<file path="config.mk">
export PLATFORM = sky130hd
export DESIGN_NAME = bus_rr_arbiter_flat
export DESIGN_NICKNAME = d
export VERILOG_FILES = /design/src/rtl/bus_rr_arbiter_pkg.sv /design/src/rtl/bus_rr_arbiter_if.sv /design/src/rtl/bus_rr_arbiter_rr_priority_pick.sv /design/src/rtl/bus_rr_arbiter.sv /design/src/flat_wrapper.sv
export SDC_FILE = /design/constraint.sdc
export NUM_CORES = 1
export LEC_CHECK = 0
export ABC_AREA = 1
export CAP_MARGIN = 20
export CORE_UTILIZATION = 32
export DETAILED_ROUTE_END_ITERATION = 10
export MAX_ROUTING_LAYER = met4
export PLACE_DENSITY = 0.74
export SLEW_MARGIN = 25
export SYNTH_ARGS = -nofsm -noshare
export SYNTH_HDL_FRONTEND = slang
export SYNTH_SLANG_ARGS = --single-unit
</file>
<file path="constraint.sdc">
create_clock -name i_clk -period 1.35 [get_ports i_clk]
set_clock_uncertainty 0.2 [all_clocks]
set_input_delay 0.27 -clock i_clk [delete_from_list [all_inputs] [get_ports i_clk]]
set_output_delay 0.27 -clock i_clk [all_outputs]
set_load 0.03 [all_outputs]
</file>
<file path="src/rtl/bus_rr_arbiter_pkg.sv">
// Shared definitions for the bus_rr_arbiter slice.
// Contents:
//   arb_state_e       FSM state encoding (ARB_IDLE, ARB_BUSY)
//   BYTE_EN_W         width of a byte-enable lane group
//   TIMEOUT_FILL_BIT  bit replicated across the read data of an abandoned transaction
//   idx_width()       index width for a given master count (at least 1 bit)
package bus_rr_arbiter_pkg;

    typedef enum logic [0:0] {
        ARB_IDLE = 1'b0,
        ARB_BUSY = 1'b1
    } arb_state_e;

    localparam int   BYTE_EN_W        = 4;
    localparam logic TIMEOUT_FILL_BIT = 1'b1;

    function automatic int idx_width(input int n);
        return (n > 1) ? $clog2(n) : 1;
    endfunction

endpackage

</file>
<file path="src/rtl/bus_rr_arbiter_if.sv">
// Bundle of all master-side and slave-side bus signals around the arbiter.
// Modports:
//   slave  - the arbiter's view: takes master requests and the slave ack/data,
//            drives the slave request and the per-master ack/read data.
//   master - the surrounding system's view (masters plus shared slave).
// Signals:
//   i_m_bus_en/i_m_wr_en [N]    per-master request and write flag
//   i_m_addr/i_m_wr_data [N*X]  flattened, master k at [k*XLEN +: XLEN]
//   i_m_byte_en [N*4]           flattened byte enables
//   o_m_ack [N], o_m_rd_data    one-hot ack and broadcast read data
//   o_bus_en/o_wr_en/o_addr/o_wr_data/o_byte_en  registered slave request
//   i_ack, i_rd_data            slave response
//   o_timeout                   abandoned-transaction pulse
interface bus_rr_arbiter_if
    import bus_rr_arbiter_pkg::*;
#(
    parameter int N_MASTERS = 2,
    parameter int XLEN      = 32
);
    logic [N_MASTERS-1:0]           i_m_bus_en;
    logic [N_MASTERS-1:0]           i_m_wr_en;
    logic [N_MASTERS*XLEN-1:0]      i_m_addr;
    logic [N_MASTERS*XLEN-1:0]      i_m_wr_data;
    logic [N_MASTERS*BYTE_EN_W-1:0] i_m_byte_en;
    logic [N_MASTERS-1:0]           o_m_ack;
    logic [XLEN-1:0]                o_m_rd_data;
    logic                           o_bus_en;
    logic                           o_wr_en;
    logic [XLEN-1:0]                o_addr;
    logic [XLEN-1:0]                o_wr_data;
    logic [BYTE_EN_W-1:0]           o_byte_en;
    logic                           i_ack;
    logic [XLEN-1:0]                i_rd_data;
    logic                           o_timeout;

    modport slave (
        input  i_m_bus_en, i_m_wr_en, i_m_addr, i_m_wr_data, i_m_byte_en,
        input  i_ack, i_rd_data,
        output o_m_ack, o_m_rd_data,
        output o_bus_en, o_wr_en, o_addr, o_wr_data, o_byte_en, o_timeout
    );

    modport master (
        output i_m_bus_en, i_m_wr_en, i_m_addr, i_m_wr_data, i_m_byte_en,
        output i_ack, i_rd_data,
        input  o_m_ack, o_m_rd_data,
        input  o_bus_en, o_wr_en, o_addr, o_wr_data, o_byte_en, o_timeout
    );
endinterface

</file>
<file path="src/rtl/bus_rr_arbiter_rr_priority_pick.sv">
// Round-robin pick: scans requests starting at i_ptr and wrapping modulo
// N_MASTERS, returning the first requester found.
// Ports:
//   i_req   [N_MASTERS]  request vector
//   i_ptr   [IDX_W]      index with highest priority (must be < N_MASTERS)
//   o_found              at least one request is set
//   o_idx   [IDX_W]      selected index (0 when none found)
module rr_priority_pick #(
    parameter int N_MASTERS = 2,
    parameter int IDX_W     = 1
) (
    input  logic [N_MASTERS-1:0] i_req,
    input  logic [IDX_W-1:0]     i_ptr,
    output logic                 o_found,
    output logic [IDX_W-1:0]     o_idx
);
    logic [IDX_W:0] cand;
    logic           hit;

    always_comb begin
        o_found = 1'b0;
        o_idx   = '0;
        cand    = '0;
        hit     = 1'b0;
        for (int i = 0; i < N_MASTERS; i++) begin
            // Wrap explicitly so non-power-of-two master counts stay in range.
            cand = {1'b0, i_ptr} + (IDX_W+1)'(i);
            if (cand >= (IDX_W+1)'(N_MASTERS)) begin
                cand = cand - (IDX_W+1)'(N_MASTERS);
            end
            hit = 1'b0;
            for (int k = 0; k < N_MASTERS; k++) begin
                if (cand == (IDX_W+1)'(k)) begin
                    hit = i_req[k];
                end
            end
            if (!o_found && hit) begin
                o_found = 1'b1;
                o_idx   = cand[IDX_W-1:0];
            end
        end
    end
endmodule

</file>
<file path="src/rtl/bus_rr_arbiter.sv">
// Round-robin arbiter between N_MASTERS bus masters and one shared slave.
// In IDLE the next requester (round-robin from rr_ptr) is latched onto the
// registered slave outputs; in BUSY those outputs are held until the slave
// acks, at which point the ack is routed to the granted master in the same
// cycle and priority moves to the following master.
// Optional feature macro: BUS_ARB_TIMEOUT_EN - abandon a transaction after
// TIMEOUT_CYCLES cycles in BUSY without an ack, acking the master with an
// all-ones read value and pulsing o_timeout. Without it o_timeout is 0.
// Ports:
//   i_clk, i_rst  clock and synchronous active-high reset
//   bus           bus_rr_arbiter_if.slave - all master and slave bus signals
module bus_rr_arbiter
    import bus_rr_arbiter_pkg::*;
#(
    parameter int N_MASTERS      = 2,
    parameter int XLEN           = 32,
    parameter int TIMEOUT_CYCLES = 256
) (
    input  logic               i_clk,
    input  logic               i_rst,
    bus_rr_arbiter_if.slave    bus
);
    localparam int IDX_W = idx_width(N_MASTERS);

    arb_state_e           state_q, state_d;
    logic [IDX_W-1:0]     gnt_q, gnt_d;
    logic [IDX_W-1:0]     rr_ptr_q, rr_ptr_d;
    logic                 bus_en_q, bus_en_d;
    logic                 wr_en_q, wr_en_d;
    logic [XLEN-1:0]      addr_q, addr_d;
    logic [XLEN-1:0]      wr_data_q, wr_data_d;
    logic [BYTE_EN_W-1:0] byte_en_q, byte_en_d;

    logic                 pick_found;
    logic [IDX_W-1:0]     pick_idx;
    logic                 timeout_hit;
    logic                 ack_fire;
    logic [N_MASTERS-1:0] m_ack;

    function automatic logic [IDX_W-1:0] next_idx(input logic [IDX_W-1:0] idx);
        if (idx == IDX_W'(N_MASTERS-1)) begin
            return '0;
        end
        return idx + IDX_W'(1);
    endfunction

    rr_priority_pick #(
        .N_MASTERS (N_MASTERS),
        .IDX_W     (IDX_W)
    ) u_pick (
        .i_req   (bus.i_m_bus_en),
        .i_ptr   (rr_ptr_q),
        .o_found (pick_found),
        .o_idx   (pick_idx)
    );

`ifdef BUS_ARB_TIMEOUT_EN
    localparam int CNT_W = $clog2(TIMEOUT_CYCLES + 1);
    logic [CNT_W-1:0] cnt_q, cnt_d;

    // A real ack in the limit cycle wins over the timeout.
    assign timeout_hit = (state_q == ARB_BUSY) && !bus.i_ack && !i_rst &&
                         (cnt_q == CNT_W'(TIMEOUT_CYCLES));
`else
    assign timeout_hit = 1'b0;
`endif

    // Reset discards any slave ack arriving in the same cycle.
    assign ack_fire = (state_q == ARB_BUSY) && !i_rst && (bus.i_ack || timeout_hit);

    always_comb begin
        m_ack = '0;
        for (int k = 0; k < N_MASTERS; k++) begin
            m_ack[k] = ack_fire && (gnt_q == IDX_W'(k));
        end
    end

    assign bus.o_m_ack     = m_ack;
    assign bus.o_m_rd_data = timeout_hit ? {XLEN{TIMEOUT_FILL_BIT}} : bus.i_rd_data;
    assign bus.o_timeout   = timeout_hit;
    assign bus.o_bus_en    = bus_en_q;
    assign bus.o_wr_en     = wr_en_q;
    assign bus.o_addr      = addr_q;
    assign bus.o_wr_data   = wr_data_q;
    assign bus.o_byte_en   = byte_en_q;

    always_comb begin
        state_d   = state_q;
        gnt_d     = gnt_q;
        rr_ptr_d  = rr_ptr_q;
        bus_en_d  = bus_en_q;
        wr_en_d   = wr_en_q;
        addr_d    = addr_q;
        wr_data_d = wr_data_q;
        byte_en_d = byte_en_q;
`ifdef BUS_ARB_TIMEOUT_EN
        cnt_d     = cnt_q;
`endif
        case (state_q)
            ARB_IDLE: begin
                if (pick_found) begin
                    gnt_d    = pick_idx;
                    bus_en_d = 1'b1;
                    state_d  = ARB_BUSY;
                    for (int k = 0; k < N_MASTERS; k++) begin
                        if (pick_idx == IDX_W'(k)) begin
                            wr_en_d   = bus.i_m_wr_en[k];
                            addr_d    = bus.i_m_addr[k*XLEN +: XLEN];
                            wr_data_d = bus.i_m_wr_data[k*XLEN +: XLEN];
                            byte_en_d = bus.i_m_byte_en[k*BYTE_EN_W +: BYTE_EN_W];
                        end
                    end
`ifdef BUS_ARB_TIMEOUT_EN
                    cnt_d = '0;
`endif
                end
            end
            ARB_BUSY: begin
                if (ack_fire) begin
                    bus_en_d = 1'b0;
                    rr_ptr_d = next_idx(gnt_q);
                    state_d  = ARB_IDLE;
                end
`ifdef BUS_ARB_TIMEOUT_EN
                else begin
                    cnt_d = cnt_q + CNT_W'(1);
                end
`endif
            end
            default: state_d = ARB_IDLE;
        endcase
    end

    always_ff @(posedge i_clk) begin
        if (i_rst) begin
            state_q   <= ARB_IDLE;
            gnt_q     <= '0;
            rr_ptr_q  <= '0;
            bus_en_q  <= 1'b0;
            wr_en_q   <= 1'b0;
            addr_q    <= '0;
            wr_data_q <= '0;
            byte_en_q <= '0;
`ifdef BUS_ARB_TIMEOUT_EN
            cnt_q     <= '0;
`endif
        end else begin
            state_q   <= state_d;
            gnt_q     <= gnt_d;
            rr_ptr_q  <= rr_ptr_d;
            bus_en_q  <= bus_en_d;
            wr_en_q   <= wr_en_d;
            addr_q    <= addr_d;
            wr_data_q <= wr_data_d;
            byte_en_q <= byte_en_d;
`ifdef BUS_ARB_TIMEOUT_EN
            cnt_q     <= cnt_d;
`endif
        end
    end
endmodule

</file>
<file path="src/flat_wrapper.sv">
// flat-port wrapper written by rule: the top's interface ports become plain ports
module bus_rr_arbiter_flat import bus_rr_arbiter_pkg::*;
#(
    parameter int N_MASTERS      = 2,
    parameter int XLEN           = 32,
    parameter int TIMEOUT_CYCLES = 256
)
  (i_clk, i_rst, bus_i_m_bus_en, bus_i_m_wr_en, bus_i_m_addr, bus_i_m_wr_data, bus_i_m_byte_en, bus_i_ack, bus_i_rd_data, bus_o_m_ack, bus_o_m_rd_data, bus_o_bus_en, bus_o_wr_en, bus_o_addr, bus_o_wr_data, bus_o_byte_en, bus_o_timeout);
  bus_rr_arbiter_if #(.N_MASTERS(N_MASTERS), .XLEN(XLEN)) bus_i ();
  input  logic i_clk;
  input  logic i_rst;
  input wire logic [$bits(bus_i.i_m_bus_en)-1:0] bus_i_m_bus_en;
  input wire logic [$bits(bus_i.i_m_wr_en)-1:0] bus_i_m_wr_en;
  input wire logic [$bits(bus_i.i_m_addr)-1:0] bus_i_m_addr;
  input wire logic [$bits(bus_i.i_m_wr_data)-1:0] bus_i_m_wr_data;
  input wire logic [$bits(bus_i.i_m_byte_en)-1:0] bus_i_m_byte_en;
  input wire logic [$bits(bus_i.i_ack)-1:0] bus_i_ack;
  input wire logic [$bits(bus_i.i_rd_data)-1:0] bus_i_rd_data;
  output wire logic [$bits(bus_i.o_m_ack)-1:0] bus_o_m_ack;
  output wire logic [$bits(bus_i.o_m_rd_data)-1:0] bus_o_m_rd_data;
  output wire logic [$bits(bus_i.o_bus_en)-1:0] bus_o_bus_en;
  output wire logic [$bits(bus_i.o_wr_en)-1:0] bus_o_wr_en;
  output wire logic [$bits(bus_i.o_addr)-1:0] bus_o_addr;
  output wire logic [$bits(bus_i.o_wr_data)-1:0] bus_o_wr_data;
  output wire logic [$bits(bus_i.o_byte_en)-1:0] bus_o_byte_en;
  output wire logic [$bits(bus_i.o_timeout)-1:0] bus_o_timeout;
  assign bus_i.i_m_bus_en = bus_i_m_bus_en;
  assign bus_i.i_m_wr_en = bus_i_m_wr_en;
  assign bus_i.i_m_addr = bus_i_m_addr;
  assign bus_i.i_m_wr_data = bus_i_m_wr_data;
  assign bus_i.i_m_byte_en = bus_i_m_byte_en;
  assign bus_i.i_ack = bus_i_ack;
  assign bus_i.i_rd_data = bus_i_rd_data;
  assign bus_o_m_ack = bus_i.o_m_ack;
  assign bus_o_m_rd_data = bus_i.o_m_rd_data;
  assign bus_o_bus_en = bus_i.o_bus_en;
  assign bus_o_wr_en = bus_i.o_wr_en;
  assign bus_o_addr = bus_i.o_addr;
  assign bus_o_wr_data = bus_i.o_wr_data;
  assign bus_o_byte_en = bus_i.o_byte_en;
  assign bus_o_timeout = bus_i.o_timeout;
  bus_rr_arbiter #(.N_MASTERS(N_MASTERS), .XLEN(XLEN), .TIMEOUT_CYCLES(TIMEOUT_CYCLES)) u_core (.i_clk(i_clk), .i_rst(i_rst), .bus(bus_i));
endmodule
</file>
Yosys cells after proc, flatten, opt, wreduce, memory -nomap -nowiden
Cells that the tools add are included.
{"block": "word_totals", "reg_bits": 73, "wordCells": 57, "input_bits": 175}
{"block": "classes", "bitwise_logic": 2, "add_sub_neg": 4, "n_lt_le_gt_ge": 2, "n_reduce_logical": 12, "muxes": 25, "n_eq_ne": 4}
{"cell": "$mux W32", "n": 2}
{"cell": "$mux W1", "n": 18}
{"cell": "$reduce_and A2 Y1", "n": 3}
{"cell": "$logic_and A1 B1 Y1", "n": 5}
{"cell": "$eq A2 B1 Y1 const B", "n": 2}
{"cell": "$logic_not A2 Y1", "n": 2}
{"cell": "$mux W2", "n": 2}
{"cell": "$mux W4", "n": 1}
{"cell": "$pmux W1 S2", "n": 2}
{"cell": "$add A1 B1 Y2 const B", "n": 1}
{"cell": "$ge A1 B2 Y1 const B", "n": 1}
{"cell": "$ge A2 B2 Y1 const B", "n": 1}
{"cell": "$logic_not A1 Y1", "n": 2}
{"cell": "$ne A2 B1 Y1 const B", "n": 1}
{"cell": "$ne A2 B2 Y1 const B", "n": 1}
{"cell": "$not A1 Y1", "n": 2}
{"cell": "$sub A1 B2 Y2 const B", "n": 1}
{"cell": "$sub A2 B2 Y2 const B", "n": 1}
{"cell": "$add A1 B1 Y1 const B", "n": 1}

Depth between registers and ports, before layout
{"block": "logic_depth", "depth_word": 11, "mapped_depth": 9, "ltp_nobuf": 7}

Hierarchy
A second synthesis with hierarchy kept.
{"block": "unflattened", "cells_unflattened": 790, "area_unflattened_um2": 4450.5}
{"module": "bus_rr_arbiter", "seq_area_each_um2": 1461.4, "cells_each": 784, "area_each_um2": 4421.7, "n_inst": 1}
{"module": "rr_priority_pick", "seq_area_each_um2": 0.0, "cells_each": 6, "area_each_um2": 28.8, "n_inst": 1}

Worst setup path before layout
No wires, ideal clock.
{"block": "synth_path", "path_kind": "input -> output", "start": "input port i_rst", "end": "output port bus_o_m_ack[0]", "n_path_buf": 1, "path_slack_ns": -0.122, "t_arrival_ns": 1.002, "required_time_ns": 0.880, "path_stages": 4, "path_cell_list": "clkbuf_1 inv_1 nand3_1 nor2_1"}
{"block": "synth_between", "elab_chain_cells": 4}
{"element": "from (decl)", "line_no": "flat_wrapper.sv:11", "source": "input logic i_rst;"}
{"element": "$logic_not A1 Y1", "line_no": "bus_rr_arbiter.sv:69", "source": "assign ack_fire = (state_q == ARB_BUSY) && !i_rst && (bus.i_ack || timeout_hit);"}
{"element": "$logic_and A1 B1 Y1 (2 in a row)", "line_no": "bus_rr_arbiter.sv:69"}
{"element": "$logic_and A1 B1 Y1", "line_no": "bus_rr_arbiter.sv:74", "source": "m_ack[k] = ack_fire && (gnt_q == IDX_W'(k));"}
{"element": "to (decl)", "line_no": "flat_wrapper.sv:19", "source": "output wire logic [$bits(bus_i.o_m_ack)-1:0] bus_o_m_ack;"}
Every way passes these cells.

Final worst setup path
{"block": "layout_path", "start": "register u_core.state_q", "end": "output port bus_o_m_ack[1]"}
{"block": "layout_between", "elab_chain_cells": 3}
{"element": "from (decl)", "line_no": "bus_rr_arbiter.sv:25", "source": "arb_state_e state_q, state_d;"}
{"element": "from (signal assigned)", "line_no": "bus_rr_arbiter.sv:148", "source": "state_q <= state_d;"}
{"element": "$logic_and A1 B1 Y1 (2 in a row)", "line_no": "bus_rr_arbiter.sv:69"}
{"element": "$logic_and A1 B1 Y1", "line_no": "bus_rr_arbiter.sv:74"}
Every way passes these cells.

==> flow_summary.json <==
{
  "yosysTopAreaCellShare_pct": 35.8,
  "clock_power_share_pct": 32.0,
  "syn_area_um2": 4080,
  "end_kind": "output port",
  "cts_root_buffer": "clkbuf_16",
  "crit_required_ns": 0.88,
  "drc_errors": 0,
  "start_kind": "flop",
  "cts_hold_buffers": 0,
  "clk_pin_slew_ns": 0.05,
  "cts.sinks": 73,
  "clk_path_buf_depth": 2,
  "critical_path.slowest_cell": "dfxtp_4",
  "synth.distinct_cells": 15,
  "switching_power_w": 0.00254,
  "routed-wl-met3_um": 779,
  "vdd_drop_max_uv": 699,
  "fmax_ghz": 0.662,
  "io_pins": 280,
  "fin_crit_sh_pct": 112,
  "path_class": "reg -> out",
  "fin_nets": 1028,
  "cp_slowest_stage_delay_ns": 0.37,
  "cell_internal_pwr_w": 0.00536,
  "cap_violations": 0,
  "holdPathEnd": "u_core.gnt_q$_SDFFE_PP0P_",
  "cts_buffers": 9,
  "grt_max_degree": 43,
  "whs_ns": 0.152,
  "seq_power_share_pct": 31.6,
  "ys_warn_count": 0,
  "worst-path-buf-inv": 1,
  "antenna_left": 0,
  "p_leak_nw": 3.73,
  "synthesis.nets": 830,
  "combPwrFrac_pct": 36.5,
  "dp_hpwl_um": 9050,
  "grt_pass1_vias": 4218,
  "final.setup.worst_slack_ns": -0.160,
  "dr_wl_met2_um": 7890,
  "grtUsageTotal_pct": 22.1,
  "drt-met1-wl_um": 6780,
  "setup_viol": 73,
  "core-area_um2": 12200,
  "netlist_instances": 655,
  "cp_top_family": "flip-flops",
  "clk_latency_ns": 0.32,
  "hp-start": "bus_i_m_bus_en[1]",
  "path_cells": "nand3_4 -> nor2_4 -> buf_6",
  "hold_class": "in -> reg",
  "overflow": 0,
  "io_buffer_count": 214,
  "regToRegStartpoint": "u_core.state_q$_SDFF_PP0_",
  "syn2layout_area_growth_pct": 84.2,
  "drt_pass1_iterations": 4,
  "drt-wirelength-per-cell_um": 15.5,
  "p_sw_share_pct": 32.1,
  "tightest_slew_ns": 0.529,
  "ys_ff_latch": 73,
  "status": "finished with violations",
  "routed_wl_um": 15900,
  "vias": 4755,
  "cts_tree": "done",
  "hold_depth": 3,
  "die_h_um": 115,
  "cp.arrival_ns": 1.04,
  "vias_per_cell": 4.64,
  "htreeDepth": 3,
  "dieArea_um2": 13200,
  "rows": 40,
  "grt_pass1_wl_um": 21400,
  "diodes": 0,
  "period_minus_slack_ns": 1.51,
  "slew_violations": 0,
  "top_layer_used": "met4",
  "r2r_end": "u_core.bus.o_wr_data[21]$_SDFFE_PP0P_",
  "powerDensity_nw_per_um2": 1050,
  "gp_congestion": 0.816,
  "tns_ns": -5.16,
  "drt_iter0_drc": 223,
  "antenna_found_initial": 0,
  "yosys.area.top_type": "dfxtp_1",
  "ys_seq_area_share_pct": 35.8,
  "max_slew_margin_pct": 64.7,
  "yosys-top-cells-area": "dfxtp_1, nand3_1, inv_1",
  "hold_violations": 0,
  "cp_max_fo": 3,
  "syn_area_per_cell_um2": 6.23,
  "die_w_um": 115,
  "violations": "negative setup slack",
  "start_util_pct": 33.4,
  "rrSetupSlack_ns": -0.14,
  "r2r_cells": 8,
  "drive_gt1_share_pct": 29.1,
  "rsz0062_at_grt": "yes"
}
==> cells in the final DEF (no fill, tap or decap), types with 12 or more instances in the layout <==
master and count:
inv_1 140, nand2_1 139, clkdlybuf4s50_1 138, nand3_1 86
buf_4 79, dfxtp_1 71, nand3_2 53, a21oi_2 40
a21oi_1 27, clkbuf_16 18, buf_12 12
==> area by class of cell <==
cell class	count	area, um^2
Timing Repair Buffer	264	2830
Inverter	142	536
Clock inverter	2	35.0
Multi-Input combinational cell	363	2160
Fill cell	1128	4700
Tap cell	168	210
Sequential cell	73	1470
Clock buffer	13	280
==> registers in the layout (all words and copies together) (netlist names) <==
name                  flops
u_core.bus.o_addr        32
u_core.bus.o_wr_data     32
u_core.bus.o_byte_en      4
u_core.bus.o_bus_en       1
u_core.bus.o_wr_en        1
u_core.gnt_q              1
u_core.rr_ptr_q           1
u_core.state_q            1
==> per-layer routing <==
layer | track usage, % | vias up
li1 | - | 2382
met1 | 26.2 | 2197
met2 | 37.1 | 141
met3 | 3.74 | 35
met4 | 9.09 | 0
met5 | - | -
==> cell families after synthesis <==
logic type | synth area share (%)
and+or+nand+nor | 31.1
buffers and inverters | 24.0
AOI/OAI and AO/OA | 9.07
other | 0.0919
DFF | 35.8
==> per-stage QoR <==
step	instance area, um^2	utilization [%]	cells	setup WS (ns)	power, W
after floorplan	4090	-	655	-0.0229	0.00390
after global placement	6090	49.9	980	-0.540	0.00473
after CTS	6880	56.4	1014	-0.178	0.00762
final	7520	61.5	1025	-0.160	0.00790
after detailed placement	6090	49.9	980	-0.539	0.00476
after global routing	7520	61.5	1025	-0.198	0.00828
==> worst max path at each step <==
stage / startpoint / endpoint / slack [ns] / cells after the start
floorplan: i_rst / bus_o_m_ack[0] / -0.02 / 4
global placement: bus_i_m_bus_en[0] / u_core.bus.o_wr_data[5]$_SDFFE_PP0P_ / -0.54 / 7
detailed placement: bus_i_m_bus_en[0] / u_core.bus.o_addr[26]$_SDFFE_PP0P_ / -0.54 / 7
CTS: u_core.state_q$_SDFF_PP0_ / bus_o_m_ack[1] / -0.18 / 3
global route: u_core.state_q$_SDFF_PP0_ / bus_o_m_ack[1] / -0.20 / 3
finish: u_core.state_q$_SDFF_PP0_ / bus_o_m_ack[1] / -0.16 / 3
==> worst reg2reg max path: stages (launching register included) <==
cell and delay, ns:
dfxtp_4 0.36, buf_6 0.13, nor2_4 0.16, buf_6 0.18
buf_12 0.11, buf_16 0.11, nand3_2 0.06, nand2_1 0.06
inv_1 0.04
==> synthesized netlist by cell type, drive strengths merged <==
master and number:
dfxtp 73, o21ai 1, buf 58, clkbuf 19
nand2 143, nand3 140, o22ai 1, nor2 6
inv 142, conb 1, a21oi 71
==> power by group through the flow <==
| stage | Clock (W) | Combinational [W] | Sequential, W |
|---|---|---|---|
| finish | 0.00253 | 0.00288 | 0.00249 |
| CTS | 0.00257 | 0.00256 | 0.00249 |
| global route | 0.00270 | 0.00307 | 0.00252 |
| detailed placement | 0 | 0.00222 | 0.00254 |
| global placement | 0 | 0.00221 | 0.00253 |
| floorplan | 0 | 0.000953 | 0.00294 |
==> repair_timing <==
item | in CTS | in global routing
setup buffers | 10 | 3
pin swaps | 2 | 73
endpoints found under the setup margin | 73 | 73
endpoints found under the hold margin | 0 | 0
resized for setup | 40 | 104
gates cloned | 9 | 13
(Power assumes the default switching activity.)
